==> src/rtl/stream_mux4_rr.sv <==
// stream_mux4_rr: merges four valid/ready input streams into one registered
// output stream. Channel choice is either a fixed index (mode=0) or
// round-robin fair arbitration (mode=1). A one-entry output buffer gives
// one beat per clock at 1-cycle latency, with drain and reload on the same
// edge.
module stream_mux4_rr #(
  parameter int DW = 8
) (
  input  logic            clk,
  input  logic            rst,
  input  logic            mode,
  input  logic [1:0]      sel,
  input  logic [3:0]      in_valid,
  input  logic [4*DW-1:0] in_data,
  output logic [3:0]      in_ready,
  output logic            out_valid,
  output logic [DW-1:0]   out_data,
  output logic [1:0]      out_sel,
  input  logic            out_ready
);

  // Output buffer and arbitration state
  logic          out_valid_reg;
  logic [DW-1:0] out_data_reg;
  logic [1:0]    out_sel_reg;
  logic [1:0]    rr_ptr_reg;

  // Arbitration signals
  logic          load_en;
  logic [3:0]    grant;
  logic [1:0]    grant_idx;
  logic          xfer;
  logic          rr_found;
  logic [1:0]    rr_idx;

  // Per-channel view of the packed data bus
  logic [DW-1:0] ch_data [4];

  generate
    for (genvar gi = 0; gi < 4; gi++) begin : g_ch
      assign ch_data[gi] = in_data[gi*DW +: DW];
    end
  endgenerate

  // The buffer can take a new beat when it is empty or being drained now
  assign load_en = !out_valid_reg | out_ready;

  // Pick the single eligible channel: fixed index, or first valid from rr_ptr
  always_comb begin
    grant    = '0;
    rr_found = 1'b0;
    rr_idx   = '0;
    if (!mode) begin
      if (in_valid[sel]) grant[sel] = 1'b1;
    end else begin
      for (int i = 0; i < 4; i++) begin
        rr_idx = rr_ptr_reg + 2'(i);
        if (!rr_found && in_valid[rr_idx]) begin
          grant[rr_idx] = 1'b1;
          rr_found      = 1'b1;
        end
      end
    end
  end

  // Encode the one-hot grant into a channel index
  always_comb begin
    grant_idx = '0;
    for (int i = 0; i < 4; i++) begin
      if (grant[i]) grant_idx = 2'(i);
    end
  end

  // Ready only goes to the granted channel, never during reset or a stall
  assign in_ready = grant & {4{load_en & ~rst}};
  assign xfer     = |in_ready;

  // Output buffer load/drain and round-robin pointer advance
  always_ff @(posedge clk) begin
    if (rst) begin
      out_valid_reg <= 1'b0;
      out_data_reg  <= '0;
      out_sel_reg   <= '0;
      rr_ptr_reg    <= '0;
    end else if (load_en) begin
      if (xfer) begin
        out_valid_reg <= 1'b1;
        out_data_reg  <= ch_data[grant_idx];
        out_sel_reg   <= grant_idx;
        if (mode) rr_ptr_reg <= grant_idx + 2'd1;
      end else begin
        out_valid_reg <= 1'b0;
      end
    end
  end

  assign out_valid = out_valid_reg;
  assign out_data  = out_data_reg;
  assign out_sel   = out_sel_reg;

endmodule

==> config.mk <==
export PLATFORM = sky130hd
export DESIGN_NAME = stream_mux4_rr
export DESIGN_NICKNAME = d
export VERILOG_FILES = /design/src/rtl/stream_mux4_rr.sv
export SDC_FILE = /design/constraint.sdc
export NUM_CORES = 1
export LEC_CHECK = 0
export CAP_MARGIN = 0
export CORE_UTILIZATION = 41
export DETAILED_ROUTE_END_ITERATION = 7
export GPL_ROUTABILITY_DRIVEN = 0
export GPL_TIMING_DRIVEN = 0
export PLACE_DENSITY = 0.81
export SYNTH_ARGS = -nofsm -noshare
export SYNTH_HDL_FRONTEND = slang
export SYNTH_SLANG_ARGS = --single-unit
==> constraint.sdc <==
create_clock -name clk -period 4.75 [get_ports clk]
set_clock_uncertainty 0.15 [all_clocks]
set_input_delay 0.95 -clock clk [delete_from_list [all_inputs] [get_ports clk]]
set_output_delay 0.95 -clock clk [all_outputs]
set_load 0.05 [all_outputs]
### After elaboration in Yosys (flattened, before gate mapping)

Index checks and enable logic that the tools add are counted.

* add/subtract/negate cells: 4
* magnitude comparators: 11
* muxes and demuxes: 42
* bitwise gates (word level): 8
* reduce and logical (&&, ||, !) cells: 15

Operators with widths (count)
* $mux 4: 9
* $mux 1: 18
* $bmux 8 s2: 1
* $mux 8: 2
* $lt 2x3->1 const B: 5
* $or 4x4->4: 3
* $bmux 1 s2: 5
* $demux 1 s2: 5
* $ge 2x1->1 const B: 5
* $logic_and 1x1->1: 8
* $add 2x1->2 const B: 2
* $add 2x2->2 const B: 2
* $and 4x4->4: 1
* $logic_not 1->1: 4
* $mux 2: 2
* $reduce_or 4->1: 1
* $ge 3x3->1 const B: 1
* $not 2->3: 1
* $reduce_and 3->1: 1
* $reduce_and 2->1: 1
* $and 1x1->1: 1
* $not 1->1: 1
* $or 1x1->1: 1

* register bits: 13
* input bits: 42
* output and inout bits: 15
* word-level logic and storage cells: 84

### Longest topological paths before layout

Gate-level depths: netlist of run 1.

* depth in word-level cells: 23
* gate-level depth with buffers: 11
* gate-level depth less buffers: 9

### Worst setup path after synthesis of run 1

OpenSTA, ideal clock, no wires.

* path type: input-to-output
* from: input in_valid[3]
* to: output in_ready[3]
* arrival: 3157 ps
* data required time: 3650 ps
* slack: 493 ps
* cell stages on the path: 6
* buffers on the path: 1
* cell sequence: mux4_2 nor4b_4 nand2_2 a31o_4 clkbuf_1 nor2_1

* longest elaborated chain between the ends: 17
* elaborated cells on any way between the ends: 35
* classes of those cells: 25 x mux; 4 x bitwise; 6 x reduce/logical

Ends and longest elaborated chain
* start, declared: RTL line 13 `input logic [3:0] in_valid,`
* $bmux 1 s2: RTL line 58 `if (!rr_found && in_valid[rr_idx]) begin`
* $mux 1 (implied by the code): RTL line 58
* $mux 1: RTL line 58
* $mux 1: RTL line 53 `if (!mode) begin`
* $logic_not 1->1: RTL line 58
* $logic_and 1x1->1: RTL line 58
* $mux 1: RTL line 58
* $mux 1: RTL line 53
* $logic_not 1->1: RTL line 58
* $logic_and 1x1->1: RTL line 58
* $mux 1: RTL line 58
* $mux 1: RTL line 53
* $logic_not 1->1: RTL line 58
* $logic_and 1x1->1: RTL line 58
* $mux 4: RTL line 58
* $mux 4 *: RTL line 53
* $and 4x4->4 *: RTL line 75 `assign in_ready = grant & {4{load_en & ~rst}};`
* end, declared: RTL line 15 `output logic [3:0] in_ready,`

Mark *: on every way between the ends. The rest lies on a longest branch, timed or not. The select of a mux whose other input is x is not followed.

### Final worst setup path of run 1

* from: input in_valid[3]
* to: output in_ready[0]

The elaborated chain is that of the path after synthesis.

==> flow_summary.ini, run 1 <==
[status]
status = finished, final reports clean

[synth]
syn-num-nets = 180
syn_inst = 131
syn_area_um2 = 1190
synth-seq-cells = 13
yosysSeqAreaShare_pct = 21.9
yosysWarnings = 0
synth_cell_types = 33
syn-mean-instance-area_um2 = 9.05

[power_and_ir_drop]
p_leak_uw = 0.000723
pwr_density_cell_nw_per_um2 = 271
vdd_drop_max_mv = 0.267

[grt]
grt_pass1_vias = 1284
grt_overflow = 0
grt_max_degree = 11
grtUsageTotal_pct = 23.8
grt_pass1_wl_um = 5870
antenna_found_initial = 0

[drt]
drtPass1Iterations = 4
via_per_inst = 5.90
final_antenna_net_count = 0
wl_per_cell_um = 16.0
drc = 0
drtIter0Drc = 68
vias = 1305
routed_wl_um = 3540

[clock_network]
clock_path_buffers = 2
root_buffer = clkbuf_4
cts_tree = yes
cts_buffers = 3
cts.sinks = 13
clkTransAtPathRegs_ns = 0.08
cts_hold_buffers = 0
insertion_delay_ns = 0.28
h-tree-depth = 1

[sta]
min_period_ns = 4.63
rsz0062_at_grt = no
worstMarginPinSlew_ns = 0.760
setup_ws_ns = 0.116
post-route-period-util_pct = 97.6
setup_viol = 0
relSlewSlack_pct = 49.1
finalHoldViolCount = 0
fmax_mhz = 216
slew_viol_final = 0
final.hold.worst_slack_ns = 0.370

[die]
num_rows = 19
start_util_pct = 43.0
die_h_um = 55.8
io_pins = 57
die_area_um2 = 3110
die_x_um = 55.8
core_um2 = 2760

[worst_setup_path]
cp.required_ns = 3.65
start_kind = input pin
path_max_fanout = 6
crit_type = input pin to primary output
cp.arrival_ns = 3.53
end_kind = primary output

[cells_and_area]
fillers = 242
drive_gt1_share_pct = 11.1
largest_register_ffs = 8
diodes = 0
layout.area.seq_um2 = 260
area_growth_pct = 52.0
fin_nets = 240
multi_input_comb_area_um2 = 837

[run]
cap_violations = 0

[placed_design]
dp_hpwl_um = 2820
io_buffer_count = 55
post-place-ws_ns = -0.544

[min_path]
hold_class = flop to flop
path summary, 6_finish.rpt:
check	start	endpoint	slack, ns	cells past startpoint
worst max-delay path	in_valid[3]	in_ready[0]	0.12	7
worst min-delay path	out_sel[1]	out_sel[1]	0.37	2
worst max register to register	rr_ptr_reg[0]	out_data[5]	1.11	11
worst min register to register	out_sel[1]	out_sel[1]	0.37	2
Yosys cell counts, drive strengths merged:
library cell	number	area share, %
a211o	1	0.74
a211oi	10	6.3
a21o	3	1.9
a21oi	3	1.6
a221oi	3	2.7
a311o	1	0.84
a311oi	8	5.9
a31o	1	1.5
a31oi	12	6.3
a41o	2	1.7
a41oi	1	2.3
and2b	1	0.63
buf	2	1.9
clkbuf	5	1.7
dfxtp	13	22
ha	7	7.4
inv	16	5.1
mux2i	8	6.8
mux4	4	7.9
nand2	10	3.4
nand3	1	0.42
nor2	6	1.9
nor3	1	0.42
nor3b	1	1.1
nor4b	1	2.0
o211a	1	0.84
o21a	1	0.63
o22ai	8	4.2
metal layers:
metal | GRT usage [%] | up-vias | wire length, µm
met1 | 31.4 | 611 | 1620
met4 | 10.7 | 0 | 75
li1 | - | 638 | -
met3 | 2.79 | 6 | 207
met2 | 38.9 | 50 | 1640
met5 | 0 | - | 0
metrics by stage:
stage / instance area, µm² / total power, µW / TNS (ns) / instances / utilization [%]
after floorplan: 1190 / 324 / 0 / 131 / -
after global placement: 1780 / 412 / -1.02 / 217 / 64.4
after detailed placement: 1780 / 418 / -1.11 / 217 / 64.4
after CTS: 1800 / 487 / 0 / 221 / 65.4
after global routing: 1800 / 514 / 0 / 221 / 65.4
final: 1800 / 489 / 0 / 221 / 65.4
repair_timing:
item,4_1_cts,5_1_grt
buffers inserted,0,1
gates resized for setup,9,5
endpoints found under the setup margin,4,3
power breakdown:
group / switching, µW / total (µW) / internal (µW)
registers: 11.4 / 135 / 124
clock network: 36.2 / 68.9 / 32.6
logic: 162 / 285 / 123
total: 210 / 489 / 279
logic make-up after synthesis:
logic type	after synthesis	share of synthesized area, %
AOI/OAI and AO/OA	55	37.6
buffers and inverters	23	8.65
and+or+nand+nor	21	9.81
DFF	13	21.9
muxes	12	14.7
adders and majority gates	7	7.38
placed cells by master (no fill, tap or decap), types with 7 or more instances in the layout:
cell type        count
mux2i_1              8
a211oi_1            10
inv_1               16
a31oi_1             12
dfxtp_1             13
nand2_1              8
clkdlybuf4s50_1     51
ha_1                 7
o22ai_1              8
a311oi_1             8
critical path: stages:
cell	delay (ns)
clkdlybuf4s50_1	0.49
mux4_2	0.59
and2b_1	0.34
a221oi_1	0.11
a311o_1	0.41
inv_1	0.10
dlygate4sd2_1	0.53
layout make-up:
class	instances	area share, %
plain buffers	6	2.15
clock buffers	4	1.46
inverters	16	3.33
multi-input cells	95	46.4
flip-flops and latches	13	14.4
well taps	31	2.15
repair buffers	56	30.0
No activity file was read; power rests on OpenSTA's default activity.
==> run 2, diff against run 1 <==
--- a/config.mk
+++ b/config.mk
@@ -7,6 +7,7 @@
 export LEC_CHECK = 0
 export CAP_MARGIN = 0
 export CORE_UTILIZATION = 41
+export CTS_CLUSTER_SIZE = 8
 export DETAILED_ROUTE_END_ITERATION = 7
 export GPL_ROUTABILITY_DRIVEN = 0
 export GPL_TIMING_DRIVEN = 0
==> results of run 2 <==
Same layout as run 1: the final DEF is identical, and so are final timing and power.
